**config.mk**
```make
export PLATFORM = sky130hd
export DESIGN_NAME = instr_fetch_flat
export DESIGN_NICKNAME = d
export VERILOG_FILES = /design/src/rtl/instr_fetch_if.sv /design/src/rtl/instr_fetch.sv /design/src/flat_wrapper.sv
export SDC_FILE = /design/constraint.sdc
export NUM_CORES = 1
export LEC_CHECK = 0
export CELL_PAD_IN_SITES_DETAIL_PLACEMENT = 1
export CELL_PAD_IN_SITES_GLOBAL_PLACEMENT = 2
export CORE_ASPECT_RATIO = 0.75
export CORE_UTILIZATION = 33
export DETAILED_ROUTE_END_ITERATION = 16
export PLACE_DENSITY = 0.84
export SLEW_MARGIN = 25
export SYNTH_ARGS = -nofsm -noshare
export SYNTH_HDL_FRONTEND = slang
export SYNTH_SLANG_ARGS = --single-unit
```
**constraint.sdc**
```tcl
create_clock -name clk -period 6.7 [get_ports clk]
set_input_delay 1.005 -clock clk [delete_from_list [all_inputs] [get_ports clk]]
set_output_delay 1.005 -clock clk [all_outputs]
set_load 0.02 [all_outputs]
```
**src/rtl/instr_fetch_if.sv**
```systemverilog
// Bundles the instruction-memory read port, the decode valid/ready handshake
// and the execute-side redirect/halt controls of the simpleCPU fetch unit.
`timescale 1ns/1ps

interface instr_fetch_if #(
    parameter int ADDR_W = 12
);
    logic              imem_en;
    logic [ADDR_W-1:0] imem_addr;
    logic [15:0]       imem_rdata;
    logic [15:0]       instr;
    logic [ADDR_W-1:0] instr_pc;
    logic              instr_valid;
    logic              instr_ready;
    logic              redirect;
    logic [ADDR_W-1:0] redirect_pc;
    logic              halt;
    logic              resume;
    logic              halted;

    modport master (
        output imem_en, imem_addr, instr, instr_pc, instr_valid, halted,
        input  imem_rdata, instr_ready, redirect, redirect_pc, halt, resume
    );

    modport slave (
        input  imem_en, imem_addr, instr, instr_pc, instr_valid, halted,
        output imem_rdata, instr_ready, redirect, redirect_pc, halt, resume
    );
endinterface

```
**src/rtl/instr_fetch.sv**
```systemverilog
// Instruction fetch unit: owns the fetch PC, reads a synchronous instruction
// memory and feeds decode through a 2-entry (head + skid) buffer.
`timescale 1ns/1ps

module instr_fetch #(
    parameter int                ADDR_W   = 12,
    parameter logic [ADDR_W-1:0] RESET_PC = '0
) (
    input  logic            clk,
    input  logic            reset,
    instr_fetch_if.master   bus
);

    typedef enum logic {
        S_RUN  = 1'b0,
        S_HALT = 1'b1
    } state_e;

    state_e            state_q,       state_d;
    logic [ADDR_W-1:0] fetch_pc_q,    fetch_pc_d;
    logic [15:0]       instr_q,       instr_d;
    logic [ADDR_W-1:0] pc_q,          pc_d;
    logic [15:0]       skid_instr_q,  skid_instr_d;
    logic [ADDR_W-1:0] skid_pc_q,     skid_pc_d;
    logic [1:0]        occ_q,         occ_d;
    logic              inflight_q,    inflight_d;
    logic              stale_q,       stale_d;
    logic [ADDR_W-1:0] inflight_pc_q, inflight_pc_d;

    logic       pop;
    logic       halt_pop;
    logic       flush;
    logic       issue;
    logic       accept;
    logic [1:0] occ_left;

    always_comb begin
        // NOTE: every variable written here gets a default first so no path
        // leaves it unassigned and no latch is inferred.
        state_d       = state_q;
        fetch_pc_d    = fetch_pc_q;
        instr_d       = instr_q;
        pc_d          = pc_q;
        skid_instr_d  = skid_instr_q;
        skid_pc_d     = skid_pc_q;
        occ_d         = occ_q;
        inflight_pc_d = inflight_pc_q;

        pop      = (occ_q != 2'd0) & bus.instr_ready;
        halt_pop = (state_q == S_RUN) & pop & bus.halt;
        flush    = bus.redirect | halt_pop;
        occ_left = occ_q - {1'b0, pop};

        // The in-flight response lands next cycle, so it already owns an entry.
        issue  = reset & (state_q == S_RUN) & ~bus.redirect &
                 (({1'b0, occ_left} + {2'b00, inflight_q}) < 3'd2);
        accept = (state_q == S_RUN) & inflight_q & ~stale_q & ~flush;

        inflight_d = issue;
        stale_d    = issue & flush;
        if (issue) begin
            inflight_pc_d = fetch_pc_q;
            fetch_pc_d    = fetch_pc_q + ADDR_W'(1);
        end

        if (state_q == S_RUN) begin
            if (bus.redirect) begin
                occ_d      = 2'd0;
                fetch_pc_d = bus.redirect_pc;
            end else if (halt_pop) begin
                occ_d      = 2'd0;
                fetch_pc_d = pc_q + ADDR_W'(1);
                state_d    = S_HALT;
            end else begin
                if (pop && occ_q == 2'd2) begin
                    instr_d = skid_instr_q;
                    pc_d    = skid_pc_q;
                end
                occ_d = occ_left;
                if (accept) begin
                    if (occ_left == 2'd0) begin
                        instr_d = bus.imem_rdata;
                        pc_d    = inflight_pc_q;
                    end else begin
                        skid_instr_d = bus.imem_rdata;
                        skid_pc_d    = inflight_pc_q;
                    end
                    occ_d = occ_left + 2'd1;
                end
            end
        end else begin
            if (bus.redirect) begin
                fetch_pc_d = bus.redirect_pc;
            end
            if (bus.resume) begin
                state_d = S_RUN;
            end
        end
    end

    always_ff @(posedge clk) begin
        // NOTE: state registers use non-blocking assignments so every flop
        // samples the values from before this edge.
        if (!reset) begin
            state_q       <= S_RUN;
            fetch_pc_q    <= RESET_PC;
            instr_q       <= '0;
            pc_q          <= '0;
            skid_instr_q  <= '0;
            skid_pc_q     <= '0;
            occ_q         <= 2'd0;
            inflight_q    <= 1'b0;
            stale_q       <= 1'b0;
            inflight_pc_q <= '0;
        end else begin
            state_q       <= state_d;
            fetch_pc_q    <= fetch_pc_d;
            instr_q       <= instr_d;
            pc_q          <= pc_d;
            skid_instr_q  <= skid_instr_d;
            skid_pc_q     <= skid_pc_d;
            occ_q         <= occ_d;
            inflight_q    <= inflight_d;
            stale_q       <= stale_d;
            inflight_pc_q <= inflight_pc_d;
        end
    end

    assign bus.imem_en     = issue;
    assign bus.imem_addr   = fetch_pc_q;
    assign bus.instr       = instr_q;
    assign bus.instr_pc    = pc_q;
    assign bus.instr_valid = (occ_q != 2'd0);
    assign bus.halted      = (state_q == S_HALT);

endmodule

```
**src/flat_wrapper.sv**
```systemverilog
// flat-port wrapper written by rule: the top's interface ports become plain ports
module instr_fetch_flat 
#(
    parameter int                ADDR_W   = 12,
    parameter logic [ADDR_W-1:0] RESET_PC = '0
)
  (clk, reset, bus_imem_en, bus_imem_addr, bus_instr, bus_instr_pc, bus_instr_valid, bus_halted, bus_imem_rdata, bus_instr_ready, bus_redirect, bus_redirect_pc, bus_halt, bus_resume);
  instr_fetch_if #(.ADDR_W(ADDR_W)) bus_i ();
  input  logic clk;
  input  logic reset;
  output wire logic [$bits(bus_i.imem_en)-1:0] bus_imem_en;
  output wire logic [$bits(bus_i.imem_addr)-1:0] bus_imem_addr;
  output wire logic [$bits(bus_i.instr)-1:0] bus_instr;
  output wire logic [$bits(bus_i.instr_pc)-1:0] bus_instr_pc;
  output wire logic [$bits(bus_i.instr_valid)-1:0] bus_instr_valid;
  output wire logic [$bits(bus_i.halted)-1:0] bus_halted;
  input wire logic [$bits(bus_i.imem_rdata)-1:0] bus_imem_rdata;
  input wire logic [$bits(bus_i.instr_ready)-1:0] bus_instr_ready;
  input wire logic [$bits(bus_i.redirect)-1:0] bus_redirect;
  input wire logic [$bits(bus_i.redirect_pc)-1:0] bus_redirect_pc;
  input wire logic [$bits(bus_i.halt)-1:0] bus_halt;
  input wire logic [$bits(bus_i.resume)-1:0] bus_resume;
  assign bus_imem_en = bus_i.imem_en;
  assign bus_imem_addr = bus_i.imem_addr;
  assign bus_instr = bus_i.instr;
  assign bus_instr_pc = bus_i.instr_pc;
  assign bus_instr_valid = bus_i.instr_valid;
  assign bus_halted = bus_i.halted;
  assign bus_i.imem_rdata = bus_imem_rdata;
  assign bus_i.instr_ready = bus_instr_ready;
  assign bus_i.redirect = bus_redirect;
  assign bus_i.redirect_pc = bus_redirect_pc;
  assign bus_i.halt = bus_halt;
  assign bus_i.resume = bus_resume;
  instr_fetch #(.ADDR_W(ADDR_W), .RESET_PC(RESET_PC)) u_core (.clk(clk), .reset(reset), .bus(bus_i));
endmodule
```
After elaboration in Yosys (flattened, before gate mapping). Index checks and enable logic that the tools add are counted.

Mux-type cells: 18. Eq/ne operators: 1. $lt $le $gt $ge: 1. Add/subtract/negate cells: 5. Bitwise logic cells: 17. Reduce and logical (&&, ||, !) cells: 5.

Operator list (number): $mux 12 (8); $mux 16 (3); $add 12x1->12 const B (2); $and 1x1->1 (10); $mux 2 (3); $not 1->1 (6); $reduce_and 5->1 (1); $mux 1 (4); $add 2x1->3 (1); $lt 3x2->1 const B (1); $reduce_and 3->1 (1); $add 2x1->2 const B (1); $eq 2x2->1 const B (1); $logic_not 2->1 (1); $reduce_bool 2->1 (1); $sub 2x1->2 (1); $logic_and 1x1->1 (1); $or 1x1->1 (1).

Register bits: 85. Input port bits: 34.

Logic depth before layout (Yosys ltp).
Word-level depth: 10. Mapped depth: 11. Depth with buffers taken out: 9.

Worst setup path before layout. OpenSTA, ideal clock, no wires.

Path type: input -> output. From: in bus_instr_ready. To: out bus_imem_en. Data arrival time: 2.147 ns. Slack: 3.548 ns. Stages: 6. Cell sequence: and2_1 > ha_1 > nand2b_1 > nand4_2 > inv_2 > buf_2.

Word-level cells in the longest chain between the ends: 5.

Ends and longest elaborated chain: start: declaration (RTL line flat_wrapper.sv:18) `input wire logic [$bits(bus_i.instr_ready)-1:0] bus_instr_ready;`; $and 1x1->1 (RTL line instr_fetch.sv:49) `pop = (occ_q != 2'd0) & bus.instr_ready;`; $sub 2x1->2 (RTL line instr_fetch.sv:52) `occ_left = occ_q - {1'b0, pop};`; $add 2x1->3 (RTL line instr_fetch.sv:56) `(({1'b0, occ_left} + {2'b00, inflight_q}) < 3'd2);`; $lt 3x2->1 (RTL line instr_fetch.sv:56); $and 1x1->1 (RTL line instr_fetch.sv:55) `issue = reset & (state_q == S_RUN) & ~bus.redirect &`; end: declaration (RTL line flat_wrapper.sv:11) `output wire logic [$bits(bus_i.imem_en)-1:0] bus_imem_en;`.

Every way passes these cells.

Worst setup path after layout.
From: in bus_redirect. To: out bus_imem_en.

Word-level cells in the longest chain between the ends: 3.

Ends and longest elaborated chain: start: declaration (RTL line flat_wrapper.sv:19) `input wire logic [$bits(bus_i.redirect)-1:0] bus_redirect;`; $not 1->1 (no line); $and 1x1->1 (2 in series) (RTL line instr_fetch.sv:55).

Every way passes these cells.

==> impl_metrics.yaml <==
sta:
  max_freq_mhz: 201
  slew_headroom: 0.355
  finalSetupTns_ns: 0
  setup_violations: 0
  tightestPinTransition_ns: 0.968
  skew_ns: 0.00736
  drv_slew: 0
  min_period_ns: 4.98
  setup_ws_ns: 1.72
  hold_viol: 0
  grt_setup_unrepaired: "no"
  post-route-period-util: 0.744
run_status:
  status: "completed"
synthesis:
  yosys_warnings: 0
  synth_nets: 488
  synth-main-ff-cell: "dfxtp_1"
  syn_area_mm2: 0.00395
  synth_edf_count: 0
  yosysTopAreaCell: "dfxtp_1"
  synth_area_leaders: "dfxtp_1 (43%), nand2_1 (8.7%), mux2i_1 (7.1%)"
  yosysUniqueCellTypes: 47
  synth_seq_area_share: 0.431
  synth.avg_cell_area_um2: 8.78
  netlist.area_leader.share: 0.431
  ys_ff_latch: 85
  synthCells: 450
  ys_async_sr_fraction: 0
place:
  portBuffers: 76
  gp_congestion: 0.776
  dpl.hpwl_um: 7320
  place_inst: 665
  place_area_mm2: 0.00478
  place_ws_ns: 1.73
die:
  fp.dieArea_mm2: 0.0124
  die_h_um: 96.7
  die_w_um: 128
  ioPinCount: 77
  initial_core_util: 0.340
  rows: 34
  fp.coreArea_mm2: 0.0116
clocking:
  ctsHoldBuffers: 0
  cts_made_buffers: 9
  cts.repair.resized: 0
  cts_tree: "done"
  cts_setup_buffers: 0
  clock_sinks: 85
  cts_max_level: 3
  clock_latency_ns: 0.33
  clockBufferDepth: 2
  cts_root_buffer: "clkbuf_16"
  clk_pin_slew_ns: 0.06
flow_run:
  maxCapViolCount: 0
pwr:
  power_density_mw_per_mm2: 252
  irDropWorstVdd_mv: 0.141
  total_power_w: 0.00129
  leakage_nw: 1.69
cells_and_area:
  mostFrequentLayoutCells: "nand2_1 (91), dfxtp_1 (85), clkdlybuf4s50_1 (76)"
  final_cell_area_mm2: 0.00511
  area_growth_pct: 29.3
  mostFrequentLayoutCell: "nand2_1"
  nets: 552
  n_antenna_cell: 0
  fillCellCount: 1350
  drive_above_1_share: 0.102
  finalNonFillerCells: 681
routing:
  wl_per_cell_um: 15.9
  dr.pass1.iters: 4
  vias: 3458
  route.detailed.drc: 0
  totalWireLength_um: 10900
  ant_nets: 0
  routed_via_density: 5.08
  first_iter_violations: 181
grt:
  gr-total-overflow: 0
  grt_pass1_vias: 3585
  grt_max_degree: 79
  grt.total_usage: 0.185
  antenna_found_initial: 0
  grt_pass1_wl_um: 18200
setup_path:
  cp_cell_sequence: "clkdlybuf4s50_1 > nor2_1 > nand4_2 > inv_2 > clkdlybuf4s50_1"
  worstPathMaxFanout: 25
  criticalPathCategory: "input port to primary output"
  slowest_stage: "clkdlybuf4s50_1"
  cp-end-kind: "primary output"
  crit_required_ns: 5.69
  path_buf_inv: 3
  cp.arrival_ns: 3.98
  cp.depth: 5
  cp_top_family: "buffers and inverters"
  start_kind: "input port"
  slowest_delay_ns: 0.72
  r2r_cells: 9
  cp_common_cell: "clkdlybuf4s50_1"
hold_path:
  hp-class: "flip-flop to flip-flop"
  worstHoldPathCells: 2
-- path summary, 6_finish.rpt --
| kind | startpoint | endpoint | slack [ns] |
|---|---|---|---|
| worst max register to register | u_core.occ_q[0] | u_core.bus.imem_addr[1] | 3.58 |
| worst min register to register | u_core.skid_instr_q[15] | u_core.skid_instr_q[15] | 0.46 |
| worst max-delay path | bus_redirect | bus_imem_en | 1.72 |
| worst min-delay path | u_core.skid_instr_q[15] | u_core.skid_instr_q[15] | 0.46 |
-- through the flow --
stage / util / hold WS [ns]
6_report: 0.440 / 0.457
5_1_grt: 0.440 / 0.473
4_1_cts: 0.440 / 0.458
3_5_place_dp: 0.412 / 0.449
3_3_place_gp: 0.412 / 0.442
2_1_floorplan: - / 0.436
-- synthesized netlist by cell type (all sizes together), types with 2 or more instances --
library cell / instances
nor3: 10
o21ai: 4
nor4: 3
nand3: 10
and3: 2
ha: 4
nand2b: 3
xnor2: 12
a21oi: 48
or3: 2
or2: 2
nand4: 5
mux2i: 28
clkbuf: 11
a211oi: 30
inv: 9
xor2: 7
nand2: 92
o31a: 2
dfxtp: 85
o22ai: 3
buf: 16
nor2: 44
a22oi: 6
-- area by class of cell --
class                   instances  area [µm²]  area share
clock inverters                 4        70.1      0.0137
clock buffers                  12         256      0.0502
multi-input cells             328        2050       0.401
repair buffers                 80         791       0.155
well taps                     162         203      0.0397
flip-flops and latches         85        1700       0.333
inverters                      10        37.5     0.00735
-- flip-flops by register name, indices dropped and copies added (netlist names) --
signal and cells:
u_core.bus.instr 16, u_core.bus.imem_addr 12, u_core.skid_pc_q 12, u_core.inflight_pc_q 12, u_core.skid_instr_q 16, u_core.bus.instr_pc 12, u_core.occ_q 2, u_core.inflight_q 1
u_core.bus.halted 1, u_core.stale_q 1
-- routing by layer --
layer  track usage  routed length, µm  vias to the layer above
met4        0.0480                 88                        0
met1         0.240               5250                     1703
met5             0                  0                        -
li1              -                  -                     1689
met3        0.0398                338                        7
met2         0.309               5180                       59
-- tightest hold or removal path: stages (launching register included) --
cell	delay (ns)
dfxtp_1	0.31
nand2_1	0.05
a21oi_1	0.05
-- power by group --
part / internal (W) / switching (W) / total (W)
sequential: 0.000529 / 0.0000258 / 0.000555
combinational: 0.0000862 / 0.000103 / 0.000189
clock: 0.000346 / 0.000197 / 0.000543
total: 0.000961 / 0.000326 / 0.00129
-- cells by family (layout without fill, tap and decap cells) --
family	count (synthesis)	after routing	share of synthesized area
compound gates	100	100	0.189
xor+xnor	19	19	0.0440
flops	85	85	0.431
fa+ha+maj	4	4	0.0127
simple gates	176	176	0.197
buf+inv	37	106	0.0526
mux	29	29	0.0738
Note: power is estimated with default switching activity, not from simulation.
